==> config.mk <==
export PLATFORM = sky130hd
export DESIGN_NAME = intersection_controller
export DESIGN_NICKNAME = d
export VERILOG_FILES = /design/src/rtl/traffic_pkg.sv /design/src/rtl/phase_timer.sv /design/src/rtl/intersection_controller.sv
export SDC_FILE = /design/constraint.sdc
export NUM_CORES = 1
export LEC_CHECK = 0
export CAP_MARGIN = 20
export CORE_MARGIN = 2
export CORE_UTILIZATION = 40
export CTS_CLUSTER_SIZE = 20
export DETAILED_ROUTE_END_ITERATION = 7
export PLACE_DENSITY = 0.6
export REMOVE_ABC_BUFFERS = 1
export SYNTH_ARGS = -nofsm -noshare
export SYNTH_HDL_FRONTEND = slang
export SYNTH_SLANG_ARGS = --single-unit
export TNS_END_PERCENT = 10
==> constraint.sdc <==
create_clock -name clk -period 3.61 [get_ports clk]
set_clock_uncertainty 0.15 [all_clocks]
set_input_delay 0.722 -clock clk [delete_from_list [all_inputs] [get_ports clk]]
set_output_delay 0.722 -clock clk [all_outputs]
set_load 0.1 [all_outputs]
==> src/rtl/traffic_pkg.sv <==
// Shared lamp codes, state encoding and default timing for the intersection
// controller.
//   LAMP_*      : 4-bit lamp codes {left arrow, green, yellow, red}
//   state_t     : controller state, fixed 4-bit codes (also driven on phase)
//   DEF_*       : default phase lengths in clock cycles (legal range 1..31)
package traffic_pkg;

    localparam int unsigned LAMP_W  = 4;
    localparam int unsigned STATE_W = 4;
    localparam int unsigned TIMER_W = 5;

    localparam logic [LAMP_W-1:0] LAMP_RED      = 4'b0001;
    localparam logic [LAMP_W-1:0] LAMP_YELLOW   = 4'b0010;
    localparam logic [LAMP_W-1:0] LAMP_GREEN    = 4'b0100;
    localparam logic [LAMP_W-1:0] LAMP_LEFT_RED = 4'b1001;

    typedef enum logic [STATE_W-1:0] {
        NS_LEFT   = 4'd0,
        NS_GREEN  = 4'd1,
        NS_YELLOW = 4'd2,
        CLEAR_NS  = 4'd3,
        EW_LEFT   = 4'd4,
        EW_GREEN  = 4'd5,
        EW_YELLOW = 4'd6,
        CLEAR_EW  = 4'd7,
        PREEMPT   = 4'd8,
        RELEASE   = 4'd9
    } state_t;

    localparam int unsigned DEF_LEFT_T    = 5;
    localparam int unsigned DEF_GREEN_MIN = 6;
    localparam int unsigned DEF_GREEN_MAX = 15;
    localparam int unsigned DEF_YELLOW_T  = 3;
    localparam int unsigned DEF_CLEAR_T   = 2;

endpackage

==> src/rtl/phase_timer.sv <==
// Per-phase cycle counter with an end-of-phase compare.
//   clk, rst     : clock, synchronous active-high reset
//   i_clear      : zero the count on the next edge (new phase starts)
//   i_len        : length of the current phase in cycles (1..31)
//   o_count      : cycles spent in the current phase, 0-based
//   o_expire_c   : high on the last cycle of the phase (count == len-1)
module phase_timer
    import traffic_pkg::*;
(
    input  logic               clk,
    input  logic               rst,
    input  logic               i_clear,
    input  logic [TIMER_W-1:0] i_len,
    output logic [TIMER_W-1:0] o_count,
    output logic               o_expire_c
);

    logic [TIMER_W-1:0] r_count;

    // Free-running within a phase; wraps harmlessly in the untimed PREEMPT state.
    always_ff @(posedge clk) begin
        if (rst || i_clear) begin
            r_count <= '0;
        end else begin
            r_count <= r_count + TIMER_W'(1);
        end
    end

    assign o_count    = r_count;
    assign o_expire_c = (r_count == (i_len - TIMER_W'(1)));

endmodule

==> src/rtl/intersection_controller.sv <==
// Two-direction traffic intersection controller with protected left arrows,
// demand-actuated greens and emergency-vehicle preemption.
//   clk, rst                   : clock, synchronous active-high reset
//   emergency                  : level, preempt to all-red
//   ns_car, ew_car             : level, vehicle waiting at that approach
//   ns_left_req, ew_left_req   : left-turn demand, latched until served
//   ns_light, ew_light         : lamp codes {left, green, yellow, red}
//   phase                      : current state code (traffic_pkg::state_t)
//   preempt_active             : high in PREEMPT and in the RELEASE clearance
module intersection_controller
    import traffic_pkg::*;
#(
    parameter int unsigned LEFT_T    = DEF_LEFT_T,
    parameter int unsigned GREEN_MIN = DEF_GREEN_MIN,
    parameter int unsigned GREEN_MAX = DEF_GREEN_MAX,
    parameter int unsigned YELLOW_T  = DEF_YELLOW_T,
    parameter int unsigned CLEAR_T   = DEF_CLEAR_T
) (
    input  logic               clk,
    input  logic               rst,
    input  logic               emergency,
    input  logic               ns_car,
    input  logic               ew_car,
    input  logic               ns_left_req,
    input  logic               ew_left_req,
    output logic [LAMP_W-1:0]  ns_light,
    output logic [LAMP_W-1:0]  ew_light,
    output logic [STATE_W-1:0] phase,
    output logic               preempt_active
);

    // A minimum longer than the maximum collapses onto the maximum.
    localparam int unsigned GREEN_MIN_EFF = (GREEN_MIN > GREEN_MAX) ? GREEN_MAX : GREEN_MIN;

    localparam logic [TIMER_W-1:0] LEN_LEFT   = TIMER_W'(LEFT_T);
    localparam logic [TIMER_W-1:0] LEN_GREEN  = TIMER_W'(GREEN_MAX);
    localparam logic [TIMER_W-1:0] LEN_YELLOW = TIMER_W'(YELLOW_T);
    localparam logic [TIMER_W-1:0] LEN_CLEAR  = TIMER_W'(CLEAR_T);
    localparam logic [TIMER_W-1:0] GMIN_LAST  = TIMER_W'(GREEN_MIN_EFF - 1);

    state_t             r_state;
    state_t             w_next;
    state_t             w_ns_start;
    state_t             w_ew_start;
    logic               r_pend_ns;
    logic               r_pend_ew;
    logic               w_pend_ns;
    logic               w_pend_ew;
    logic               r_last_ns;
    logic               w_last_ns;
    logic [TIMER_W-1:0] w_count;
    logic [TIMER_W-1:0] w_len;
    logic               w_expire;
    logic               w_clear;
    logic               w_ns_green_done;
    logic               w_ew_green_done;
    logic [LAMP_W-1:0]  w_ns_light;
    logic [LAMP_W-1:0]  w_ew_light;
    logic               w_preempt;

    // Phase length for the state currently being timed.
    always_comb begin
        w_len = LEN_CLEAR;
        case (r_state)
            NS_LEFT,   EW_LEFT:   w_len = LEN_LEFT;
            NS_GREEN,  EW_GREEN:  w_len = LEN_GREEN;
            NS_YELLOW, EW_YELLOW: w_len = LEN_YELLOW;
            default:              w_len = LEN_CLEAR;
        endcase
    end

    assign w_clear = (w_next != r_state);

    phase_timer u_phase_timer (
        .clk        (clk),
        .rst        (rst),
        .i_clear    (w_clear),
        .i_len      (w_len),
        .o_count    (w_count),
        .o_expire_c (w_expire)
    );

    // Green ends early on opposing demand once the minimum is served; w_expire is the maximum.
    assign w_ns_green_done = ((w_count >= GMIN_LAST) && (ew_car || r_pend_ew)) || w_expire;
    assign w_ew_green_done = ((w_count >= GMIN_LAST) && (ns_car || r_pend_ns)) || w_expire;
    assign w_ns_start      = r_pend_ns ? NS_LEFT : NS_GREEN;
    assign w_ew_start      = r_pend_ew ? EW_LEFT : EW_GREEN;

    // State register plus registered outputs decoded from the next state.
    always_ff @(posedge clk) begin
        if (rst) begin
            r_state        <= CLEAR_EW;
            r_pend_ns      <= 1'b0;
            r_pend_ew      <= 1'b0;
            r_last_ns      <= 1'b0;
            ns_light       <= LAMP_RED;
            ew_light       <= LAMP_RED;
            preempt_active <= 1'b0;
        end else begin
            r_state        <= w_next;
            r_pend_ns      <= w_pend_ns;
            r_pend_ew      <= w_pend_ew;
            r_last_ns      <= w_last_ns;
            ns_light       <= w_ns_light;
            ew_light       <= w_ew_light;
            preempt_active <= w_preempt;
        end
    end

    // Next state, left-turn latches and last-served direction.
    always_comb begin
        w_next    = r_state;
        w_pend_ns = r_pend_ns | ns_left_req;
        w_pend_ew = r_pend_ew | ew_left_req;
        w_last_ns = r_last_ns;

        case (r_state)
            NS_LEFT:   if (emergency) w_next = NS_YELLOW; else if (w_expire) w_next = NS_GREEN;
            NS_GREEN:  if (emergency || w_ns_green_done) w_next = NS_YELLOW;
            NS_YELLOW: if (w_expire) w_next = CLEAR_NS;
            CLEAR_NS:  if (w_expire) w_next = emergency ? PREEMPT : w_ew_start;
            EW_LEFT:   if (emergency) w_next = EW_YELLOW; else if (w_expire) w_next = EW_GREEN;
            EW_GREEN:  if (emergency || w_ew_green_done) w_next = EW_YELLOW;
            EW_YELLOW: if (w_expire) w_next = CLEAR_EW;
            CLEAR_EW:  if (w_expire) w_next = emergency ? PREEMPT : w_ns_start;
            PREEMPT:   if (!emergency) w_next = RELEASE;
            RELEASE: begin
                if (emergency) begin
                    w_next = PREEMPT;
                end else if (w_expire) begin
                    w_next = r_last_ns ? w_ew_start : w_ns_start;
                end
            end
            default:   w_next = CLEAR_EW;
        endcase

        // Entering the arrow services the request, including one arriving this cycle.
        if ((w_next == NS_LEFT) && (r_state != NS_LEFT)) w_pend_ns = 1'b0;
        if ((w_next == EW_LEFT) && (r_state != EW_LEFT)) w_pend_ew = 1'b0;

        if ((w_next == NS_LEFT) || (w_next == NS_GREEN)) begin
            w_last_ns = 1'b1;
        end else if ((w_next == EW_LEFT) || (w_next == EW_GREEN)) begin
            w_last_ns = 1'b0;
        end
    end

    // Lamp decode of the next state so lamps change on the same edge as phase.
    always_comb begin
        w_ns_light = LAMP_RED;
        w_ew_light = LAMP_RED;
        w_preempt  = 1'b0;
        case (w_next)
            NS_LEFT:   w_ns_light = LAMP_LEFT_RED;
            NS_GREEN:  w_ns_light = LAMP_GREEN;
            NS_YELLOW: w_ns_light = LAMP_YELLOW;
            EW_LEFT:   w_ew_light = LAMP_LEFT_RED;
            EW_GREEN:  w_ew_light = LAMP_GREEN;
            EW_YELLOW: w_ew_light = LAMP_YELLOW;
            PREEMPT,
            RELEASE:   w_preempt  = 1'b1;
            default:   w_preempt  = 1'b0;
        endcase
    end

    assign phase = r_state;

endmodule

==> results.toml <==
[run_status]
status = "completed"

[setup_path]
reg2reg_from = "phase[0]"
regToRegEndpoint = "ns_light[0]"
critPathMaxStageDelay_ns = 0.55
cp_cell_sequence = "or4b_1 > a31o_1 > a221o_1 > o31ai_1 > and3_1 > nand2_2 > or3_1"
worst_setup_path_start_kind = "flip-flop"
arrival_ns = 3.04
timing.critical_path.required_ns = 3.65
cp_num_buf_inv = 0
cp_slowest_cell = "sky130_fd_sc_hd__or4b_1"
timing.critical_path.fanout_max = 12
worst-r2r-cell-count = 7
crit_path_end_kind = "flip-flop"
r2r_slack_ns = 0.62
critical_path_class = "reg2reg"
path_delay_family = "simple AND/OR/NAND/NOR gates"

[grt]
wire_length_of_the_first_global_routing_pass_mm = 4.581
via_count_of_the_first_global_routing_pass = 1026
maximum_number_of_pins_on_one_net_before_global_route_repair = 19
grt_usage = 0.1709
grt.overflow.total = 0
number_of_antenna_violations_at_the_first_check_in_global_routing = 0

[die]
num_rows = 19
initial_utilization = 0.4313
die_w_um = 59.00
placeable_core_area_um2 = 2805
die-height_um = 59.00
design.die.area_um2 = 3480
io_pins = 20

[pwr]
leakage_dissipation_nw = 0.5543
post-layout-total-power_mw = 1.401
power_density_nw_per_um2 = 974.8
vdd_drop_max_v = 0.0004795

[cts]
cts.clk_slew.worst_paths_ns = 0.12
htree_num_levels = 1
post-cts-setup-buffer-count = 0
resized_gates_after_cts = 0
cts_sinks = 21
tritoncts.num_buffers = 3
clk_latency_ns = 0.31
clock_tree.root_cell = "sky130_fd_sc_hd__clkbuf_4"
max-clock-path-buffers = 2
postCtsHoldBufs = 0
cts_tree = "done"

[synthesis]
flops_latches_synth = 21
syn-mean-instance-area_um2 = 8.013
synthFlopType = "sky130_fd_sc_hd__dfxtp_1"
ys_async_sr_fraction = 0
total_standard_cell_area_after_synthesis_um2 = 1210
synth_cell_types = 49
synth.yosys.warnings = 0
cell_count_after_synthesis = 151
edff_count_synth = 0
synth_sequential_area_ratio = 0.3475

[min_path]
hold_path_class = "reg2reg"
worstHoldEndpoint = "r_last_ns"
timing.hold.worst.start = "r_last_ns"
min_delay_path_depth = 2

[route]
total_detailed_routing_wirelength_mm = 2.767
firstDrtPassIters = 4
viasPerCell = 5.739
antenna_violating_nets_post_route = 0
drcViolationCount = 0
drt_iter0_markers = 47
num_vias = 1142
route.detailed.wl_per_inst_um = 13.90

[sta]
fin_setup_tns_ns = 0
maxClockFrequency_mhz = 334.1
rsz0062_at_grt = "no"
final-max-slew-violation-count = 0
worst_pin_slew_ns = 0.9745
setup_violations = 0
final.period_utilization = 0.8292
endpoints_failing_hold = 0
worst_hold_slack_across_all_endpoints_ns = 0.3828
final_setup_margin_ns = 0.6167
slew_headroom = 0.3483
min_period_ns = 2.993

[finish]
finalCoreUtilization = 0.5125
final-instance-count-excl-fill = 199
drive_above_1_share = 0.1190
diodes = 0
final_cell_area_um2 = 1438
areaGrowthSynthToFinish_pct = 18.82
mostFrequentLayoutCell = "sky130_fd_sc_hd__nor2_1"
finalNetCount = 178
mostFrequentLayoutCells = "sky130_fd_sc_hd__nor2_1 (22), sky130_fd_sc_hd__dfxtp_1 (21), sky130_fd_sc_hd__clkdlybuf4s50_1 (15)"

[flow_run]
maxCapViolCount = 0

[placed_design]
dp_cells = 195
dp_slack_ns = 0.5872
detailed_place_hpwl_mm = 2.055
io_buffers = 19
gp_congestion = 0.8596
dpl-instance-area_um2 = 1408
per-layer routing:
layer / GRT usage / wire (um)
met1: 0.2200 / 1244
met2: 0.2889 / 1304
met3: 0.03493 / 185
met4: 0.04870 / 32
met5: 0 / 0
report_power, final:
| part | internal (mW) | switching (mW) | total [mW] |
|---|---|---|---|
| registers | 0.286 | 0.0663 | 0.353 |
| logic | 0.313 | 0.622 | 0.935 |
| clock network | 0.0423 | 0.0712 | 0.114 |
worst min-delay path, cell delays in order, from the launching register on:
cell and delay (ns):
sky130_fd_sc_hd__dfxtp_1 0.36, sky130_fd_sc_hd__o21ai_0 0.08, sky130_fd_sc_hd__a21oi_1 0.06
sequential cells by signal, summed over array words and instances (netlist names):
| signal | count |
|---|---|
| ew_light | 4 |
| ns_light | 4 |
| phase | 4 |
| preempt_active | 1 |
| r_last_ns | 1 |
| r_pend_ew | 1 |
| r_pend_ns | 1 |
| u_phase_timer.o_count | 5 |
synthesized netlist by cell type (2+ instances only):
cell	number	area share
sky130_fd_sc_hd__nor2_1	22	0.068
sky130_fd_sc_hd__xor2_1	2	0.014
sky130_fd_sc_hd__o211ai_1	2	0.012
sky130_fd_sc_hd__dfxtp_1	21	0.35
sky130_fd_sc_hd__a21oi_1	5	0.021
sky130_fd_sc_hd__o21ai_0	12	0.050
sky130_fd_sc_hd__o31ai_1	2	0.012
sky130_fd_sc_hd__nor3_1	8	0.033
sky130_fd_sc_hd__buf_2	2	0.0083
sky130_fd_sc_hd__or3_1	4	0.021
sky130_fd_sc_hd__a22oi_1	2	0.012
sky130_fd_sc_hd__nand2b_1	3	0.016
sky130_fd_sc_hd__nor2b_1	2	0.010
sky130_fd_sc_hd__ha_1	2	0.021
sky130_fd_sc_hd__nand2_1	10	0.031
sky130_fd_sc_hd__a221o_1	2	0.017
sky130_fd_sc_hd__nand3_1	7	0.029
sky130_fd_sc_hd__xnor2_1	3	0.022
sky130_fd_sc_hd__o22ai_1	2	0.010
sky130_fd_sc_hd__clkbuf_1	6	0.019
sky130_fd_sc_hd__inv_1	4	0.012
logic make-up (layout without fill, tap and decap cells):
family	Yosys count	after routing	share of synthesized area
buffers and inverters	14	31	0.05481
AND/OR/NAND/NOR	68	68	0.2823
XOR/XNOR	5	5	0.03620
flip-flops	21	21	0.3475
AO/OA/AOI/OAI	40	40	0.2492
multiplexers	1	1	0.009306
adder cells (fa/ha/maj)	2	2	0.02068
final cells by class:
type,count,area (um^2)
Inverter,4,15.01
Clock buffer,3,22.52
Tap cell,31,38.79
Multi-Input combinational cell,116,723.2
Fill cell,273,1368
Timing Repair Buffer,23,210.2
Clock inverter,1,7.507
Sequential cell,21,420.4
worst max path at each step:
stage / startpoint / endpoint / slack, ns / cells after the start
2_1_floorplan: phase[1] / ns_light[0] / 0.11 / 7
6_report: phase[0] / ns_light[0] / 0.62 / 7
3_3_place_gp: ns_car / ew_light[0] / 0.61 / 8
3_5_place_dp: ns_car / ns_light[0] / 0.59 / 8
4_1_cts: phase[0] / ns_light[0] / 0.60 / 7
5_1_grt: phase[0] / ns_light[0] / 0.40 / 7
Power figures use the tool's default switching activity.
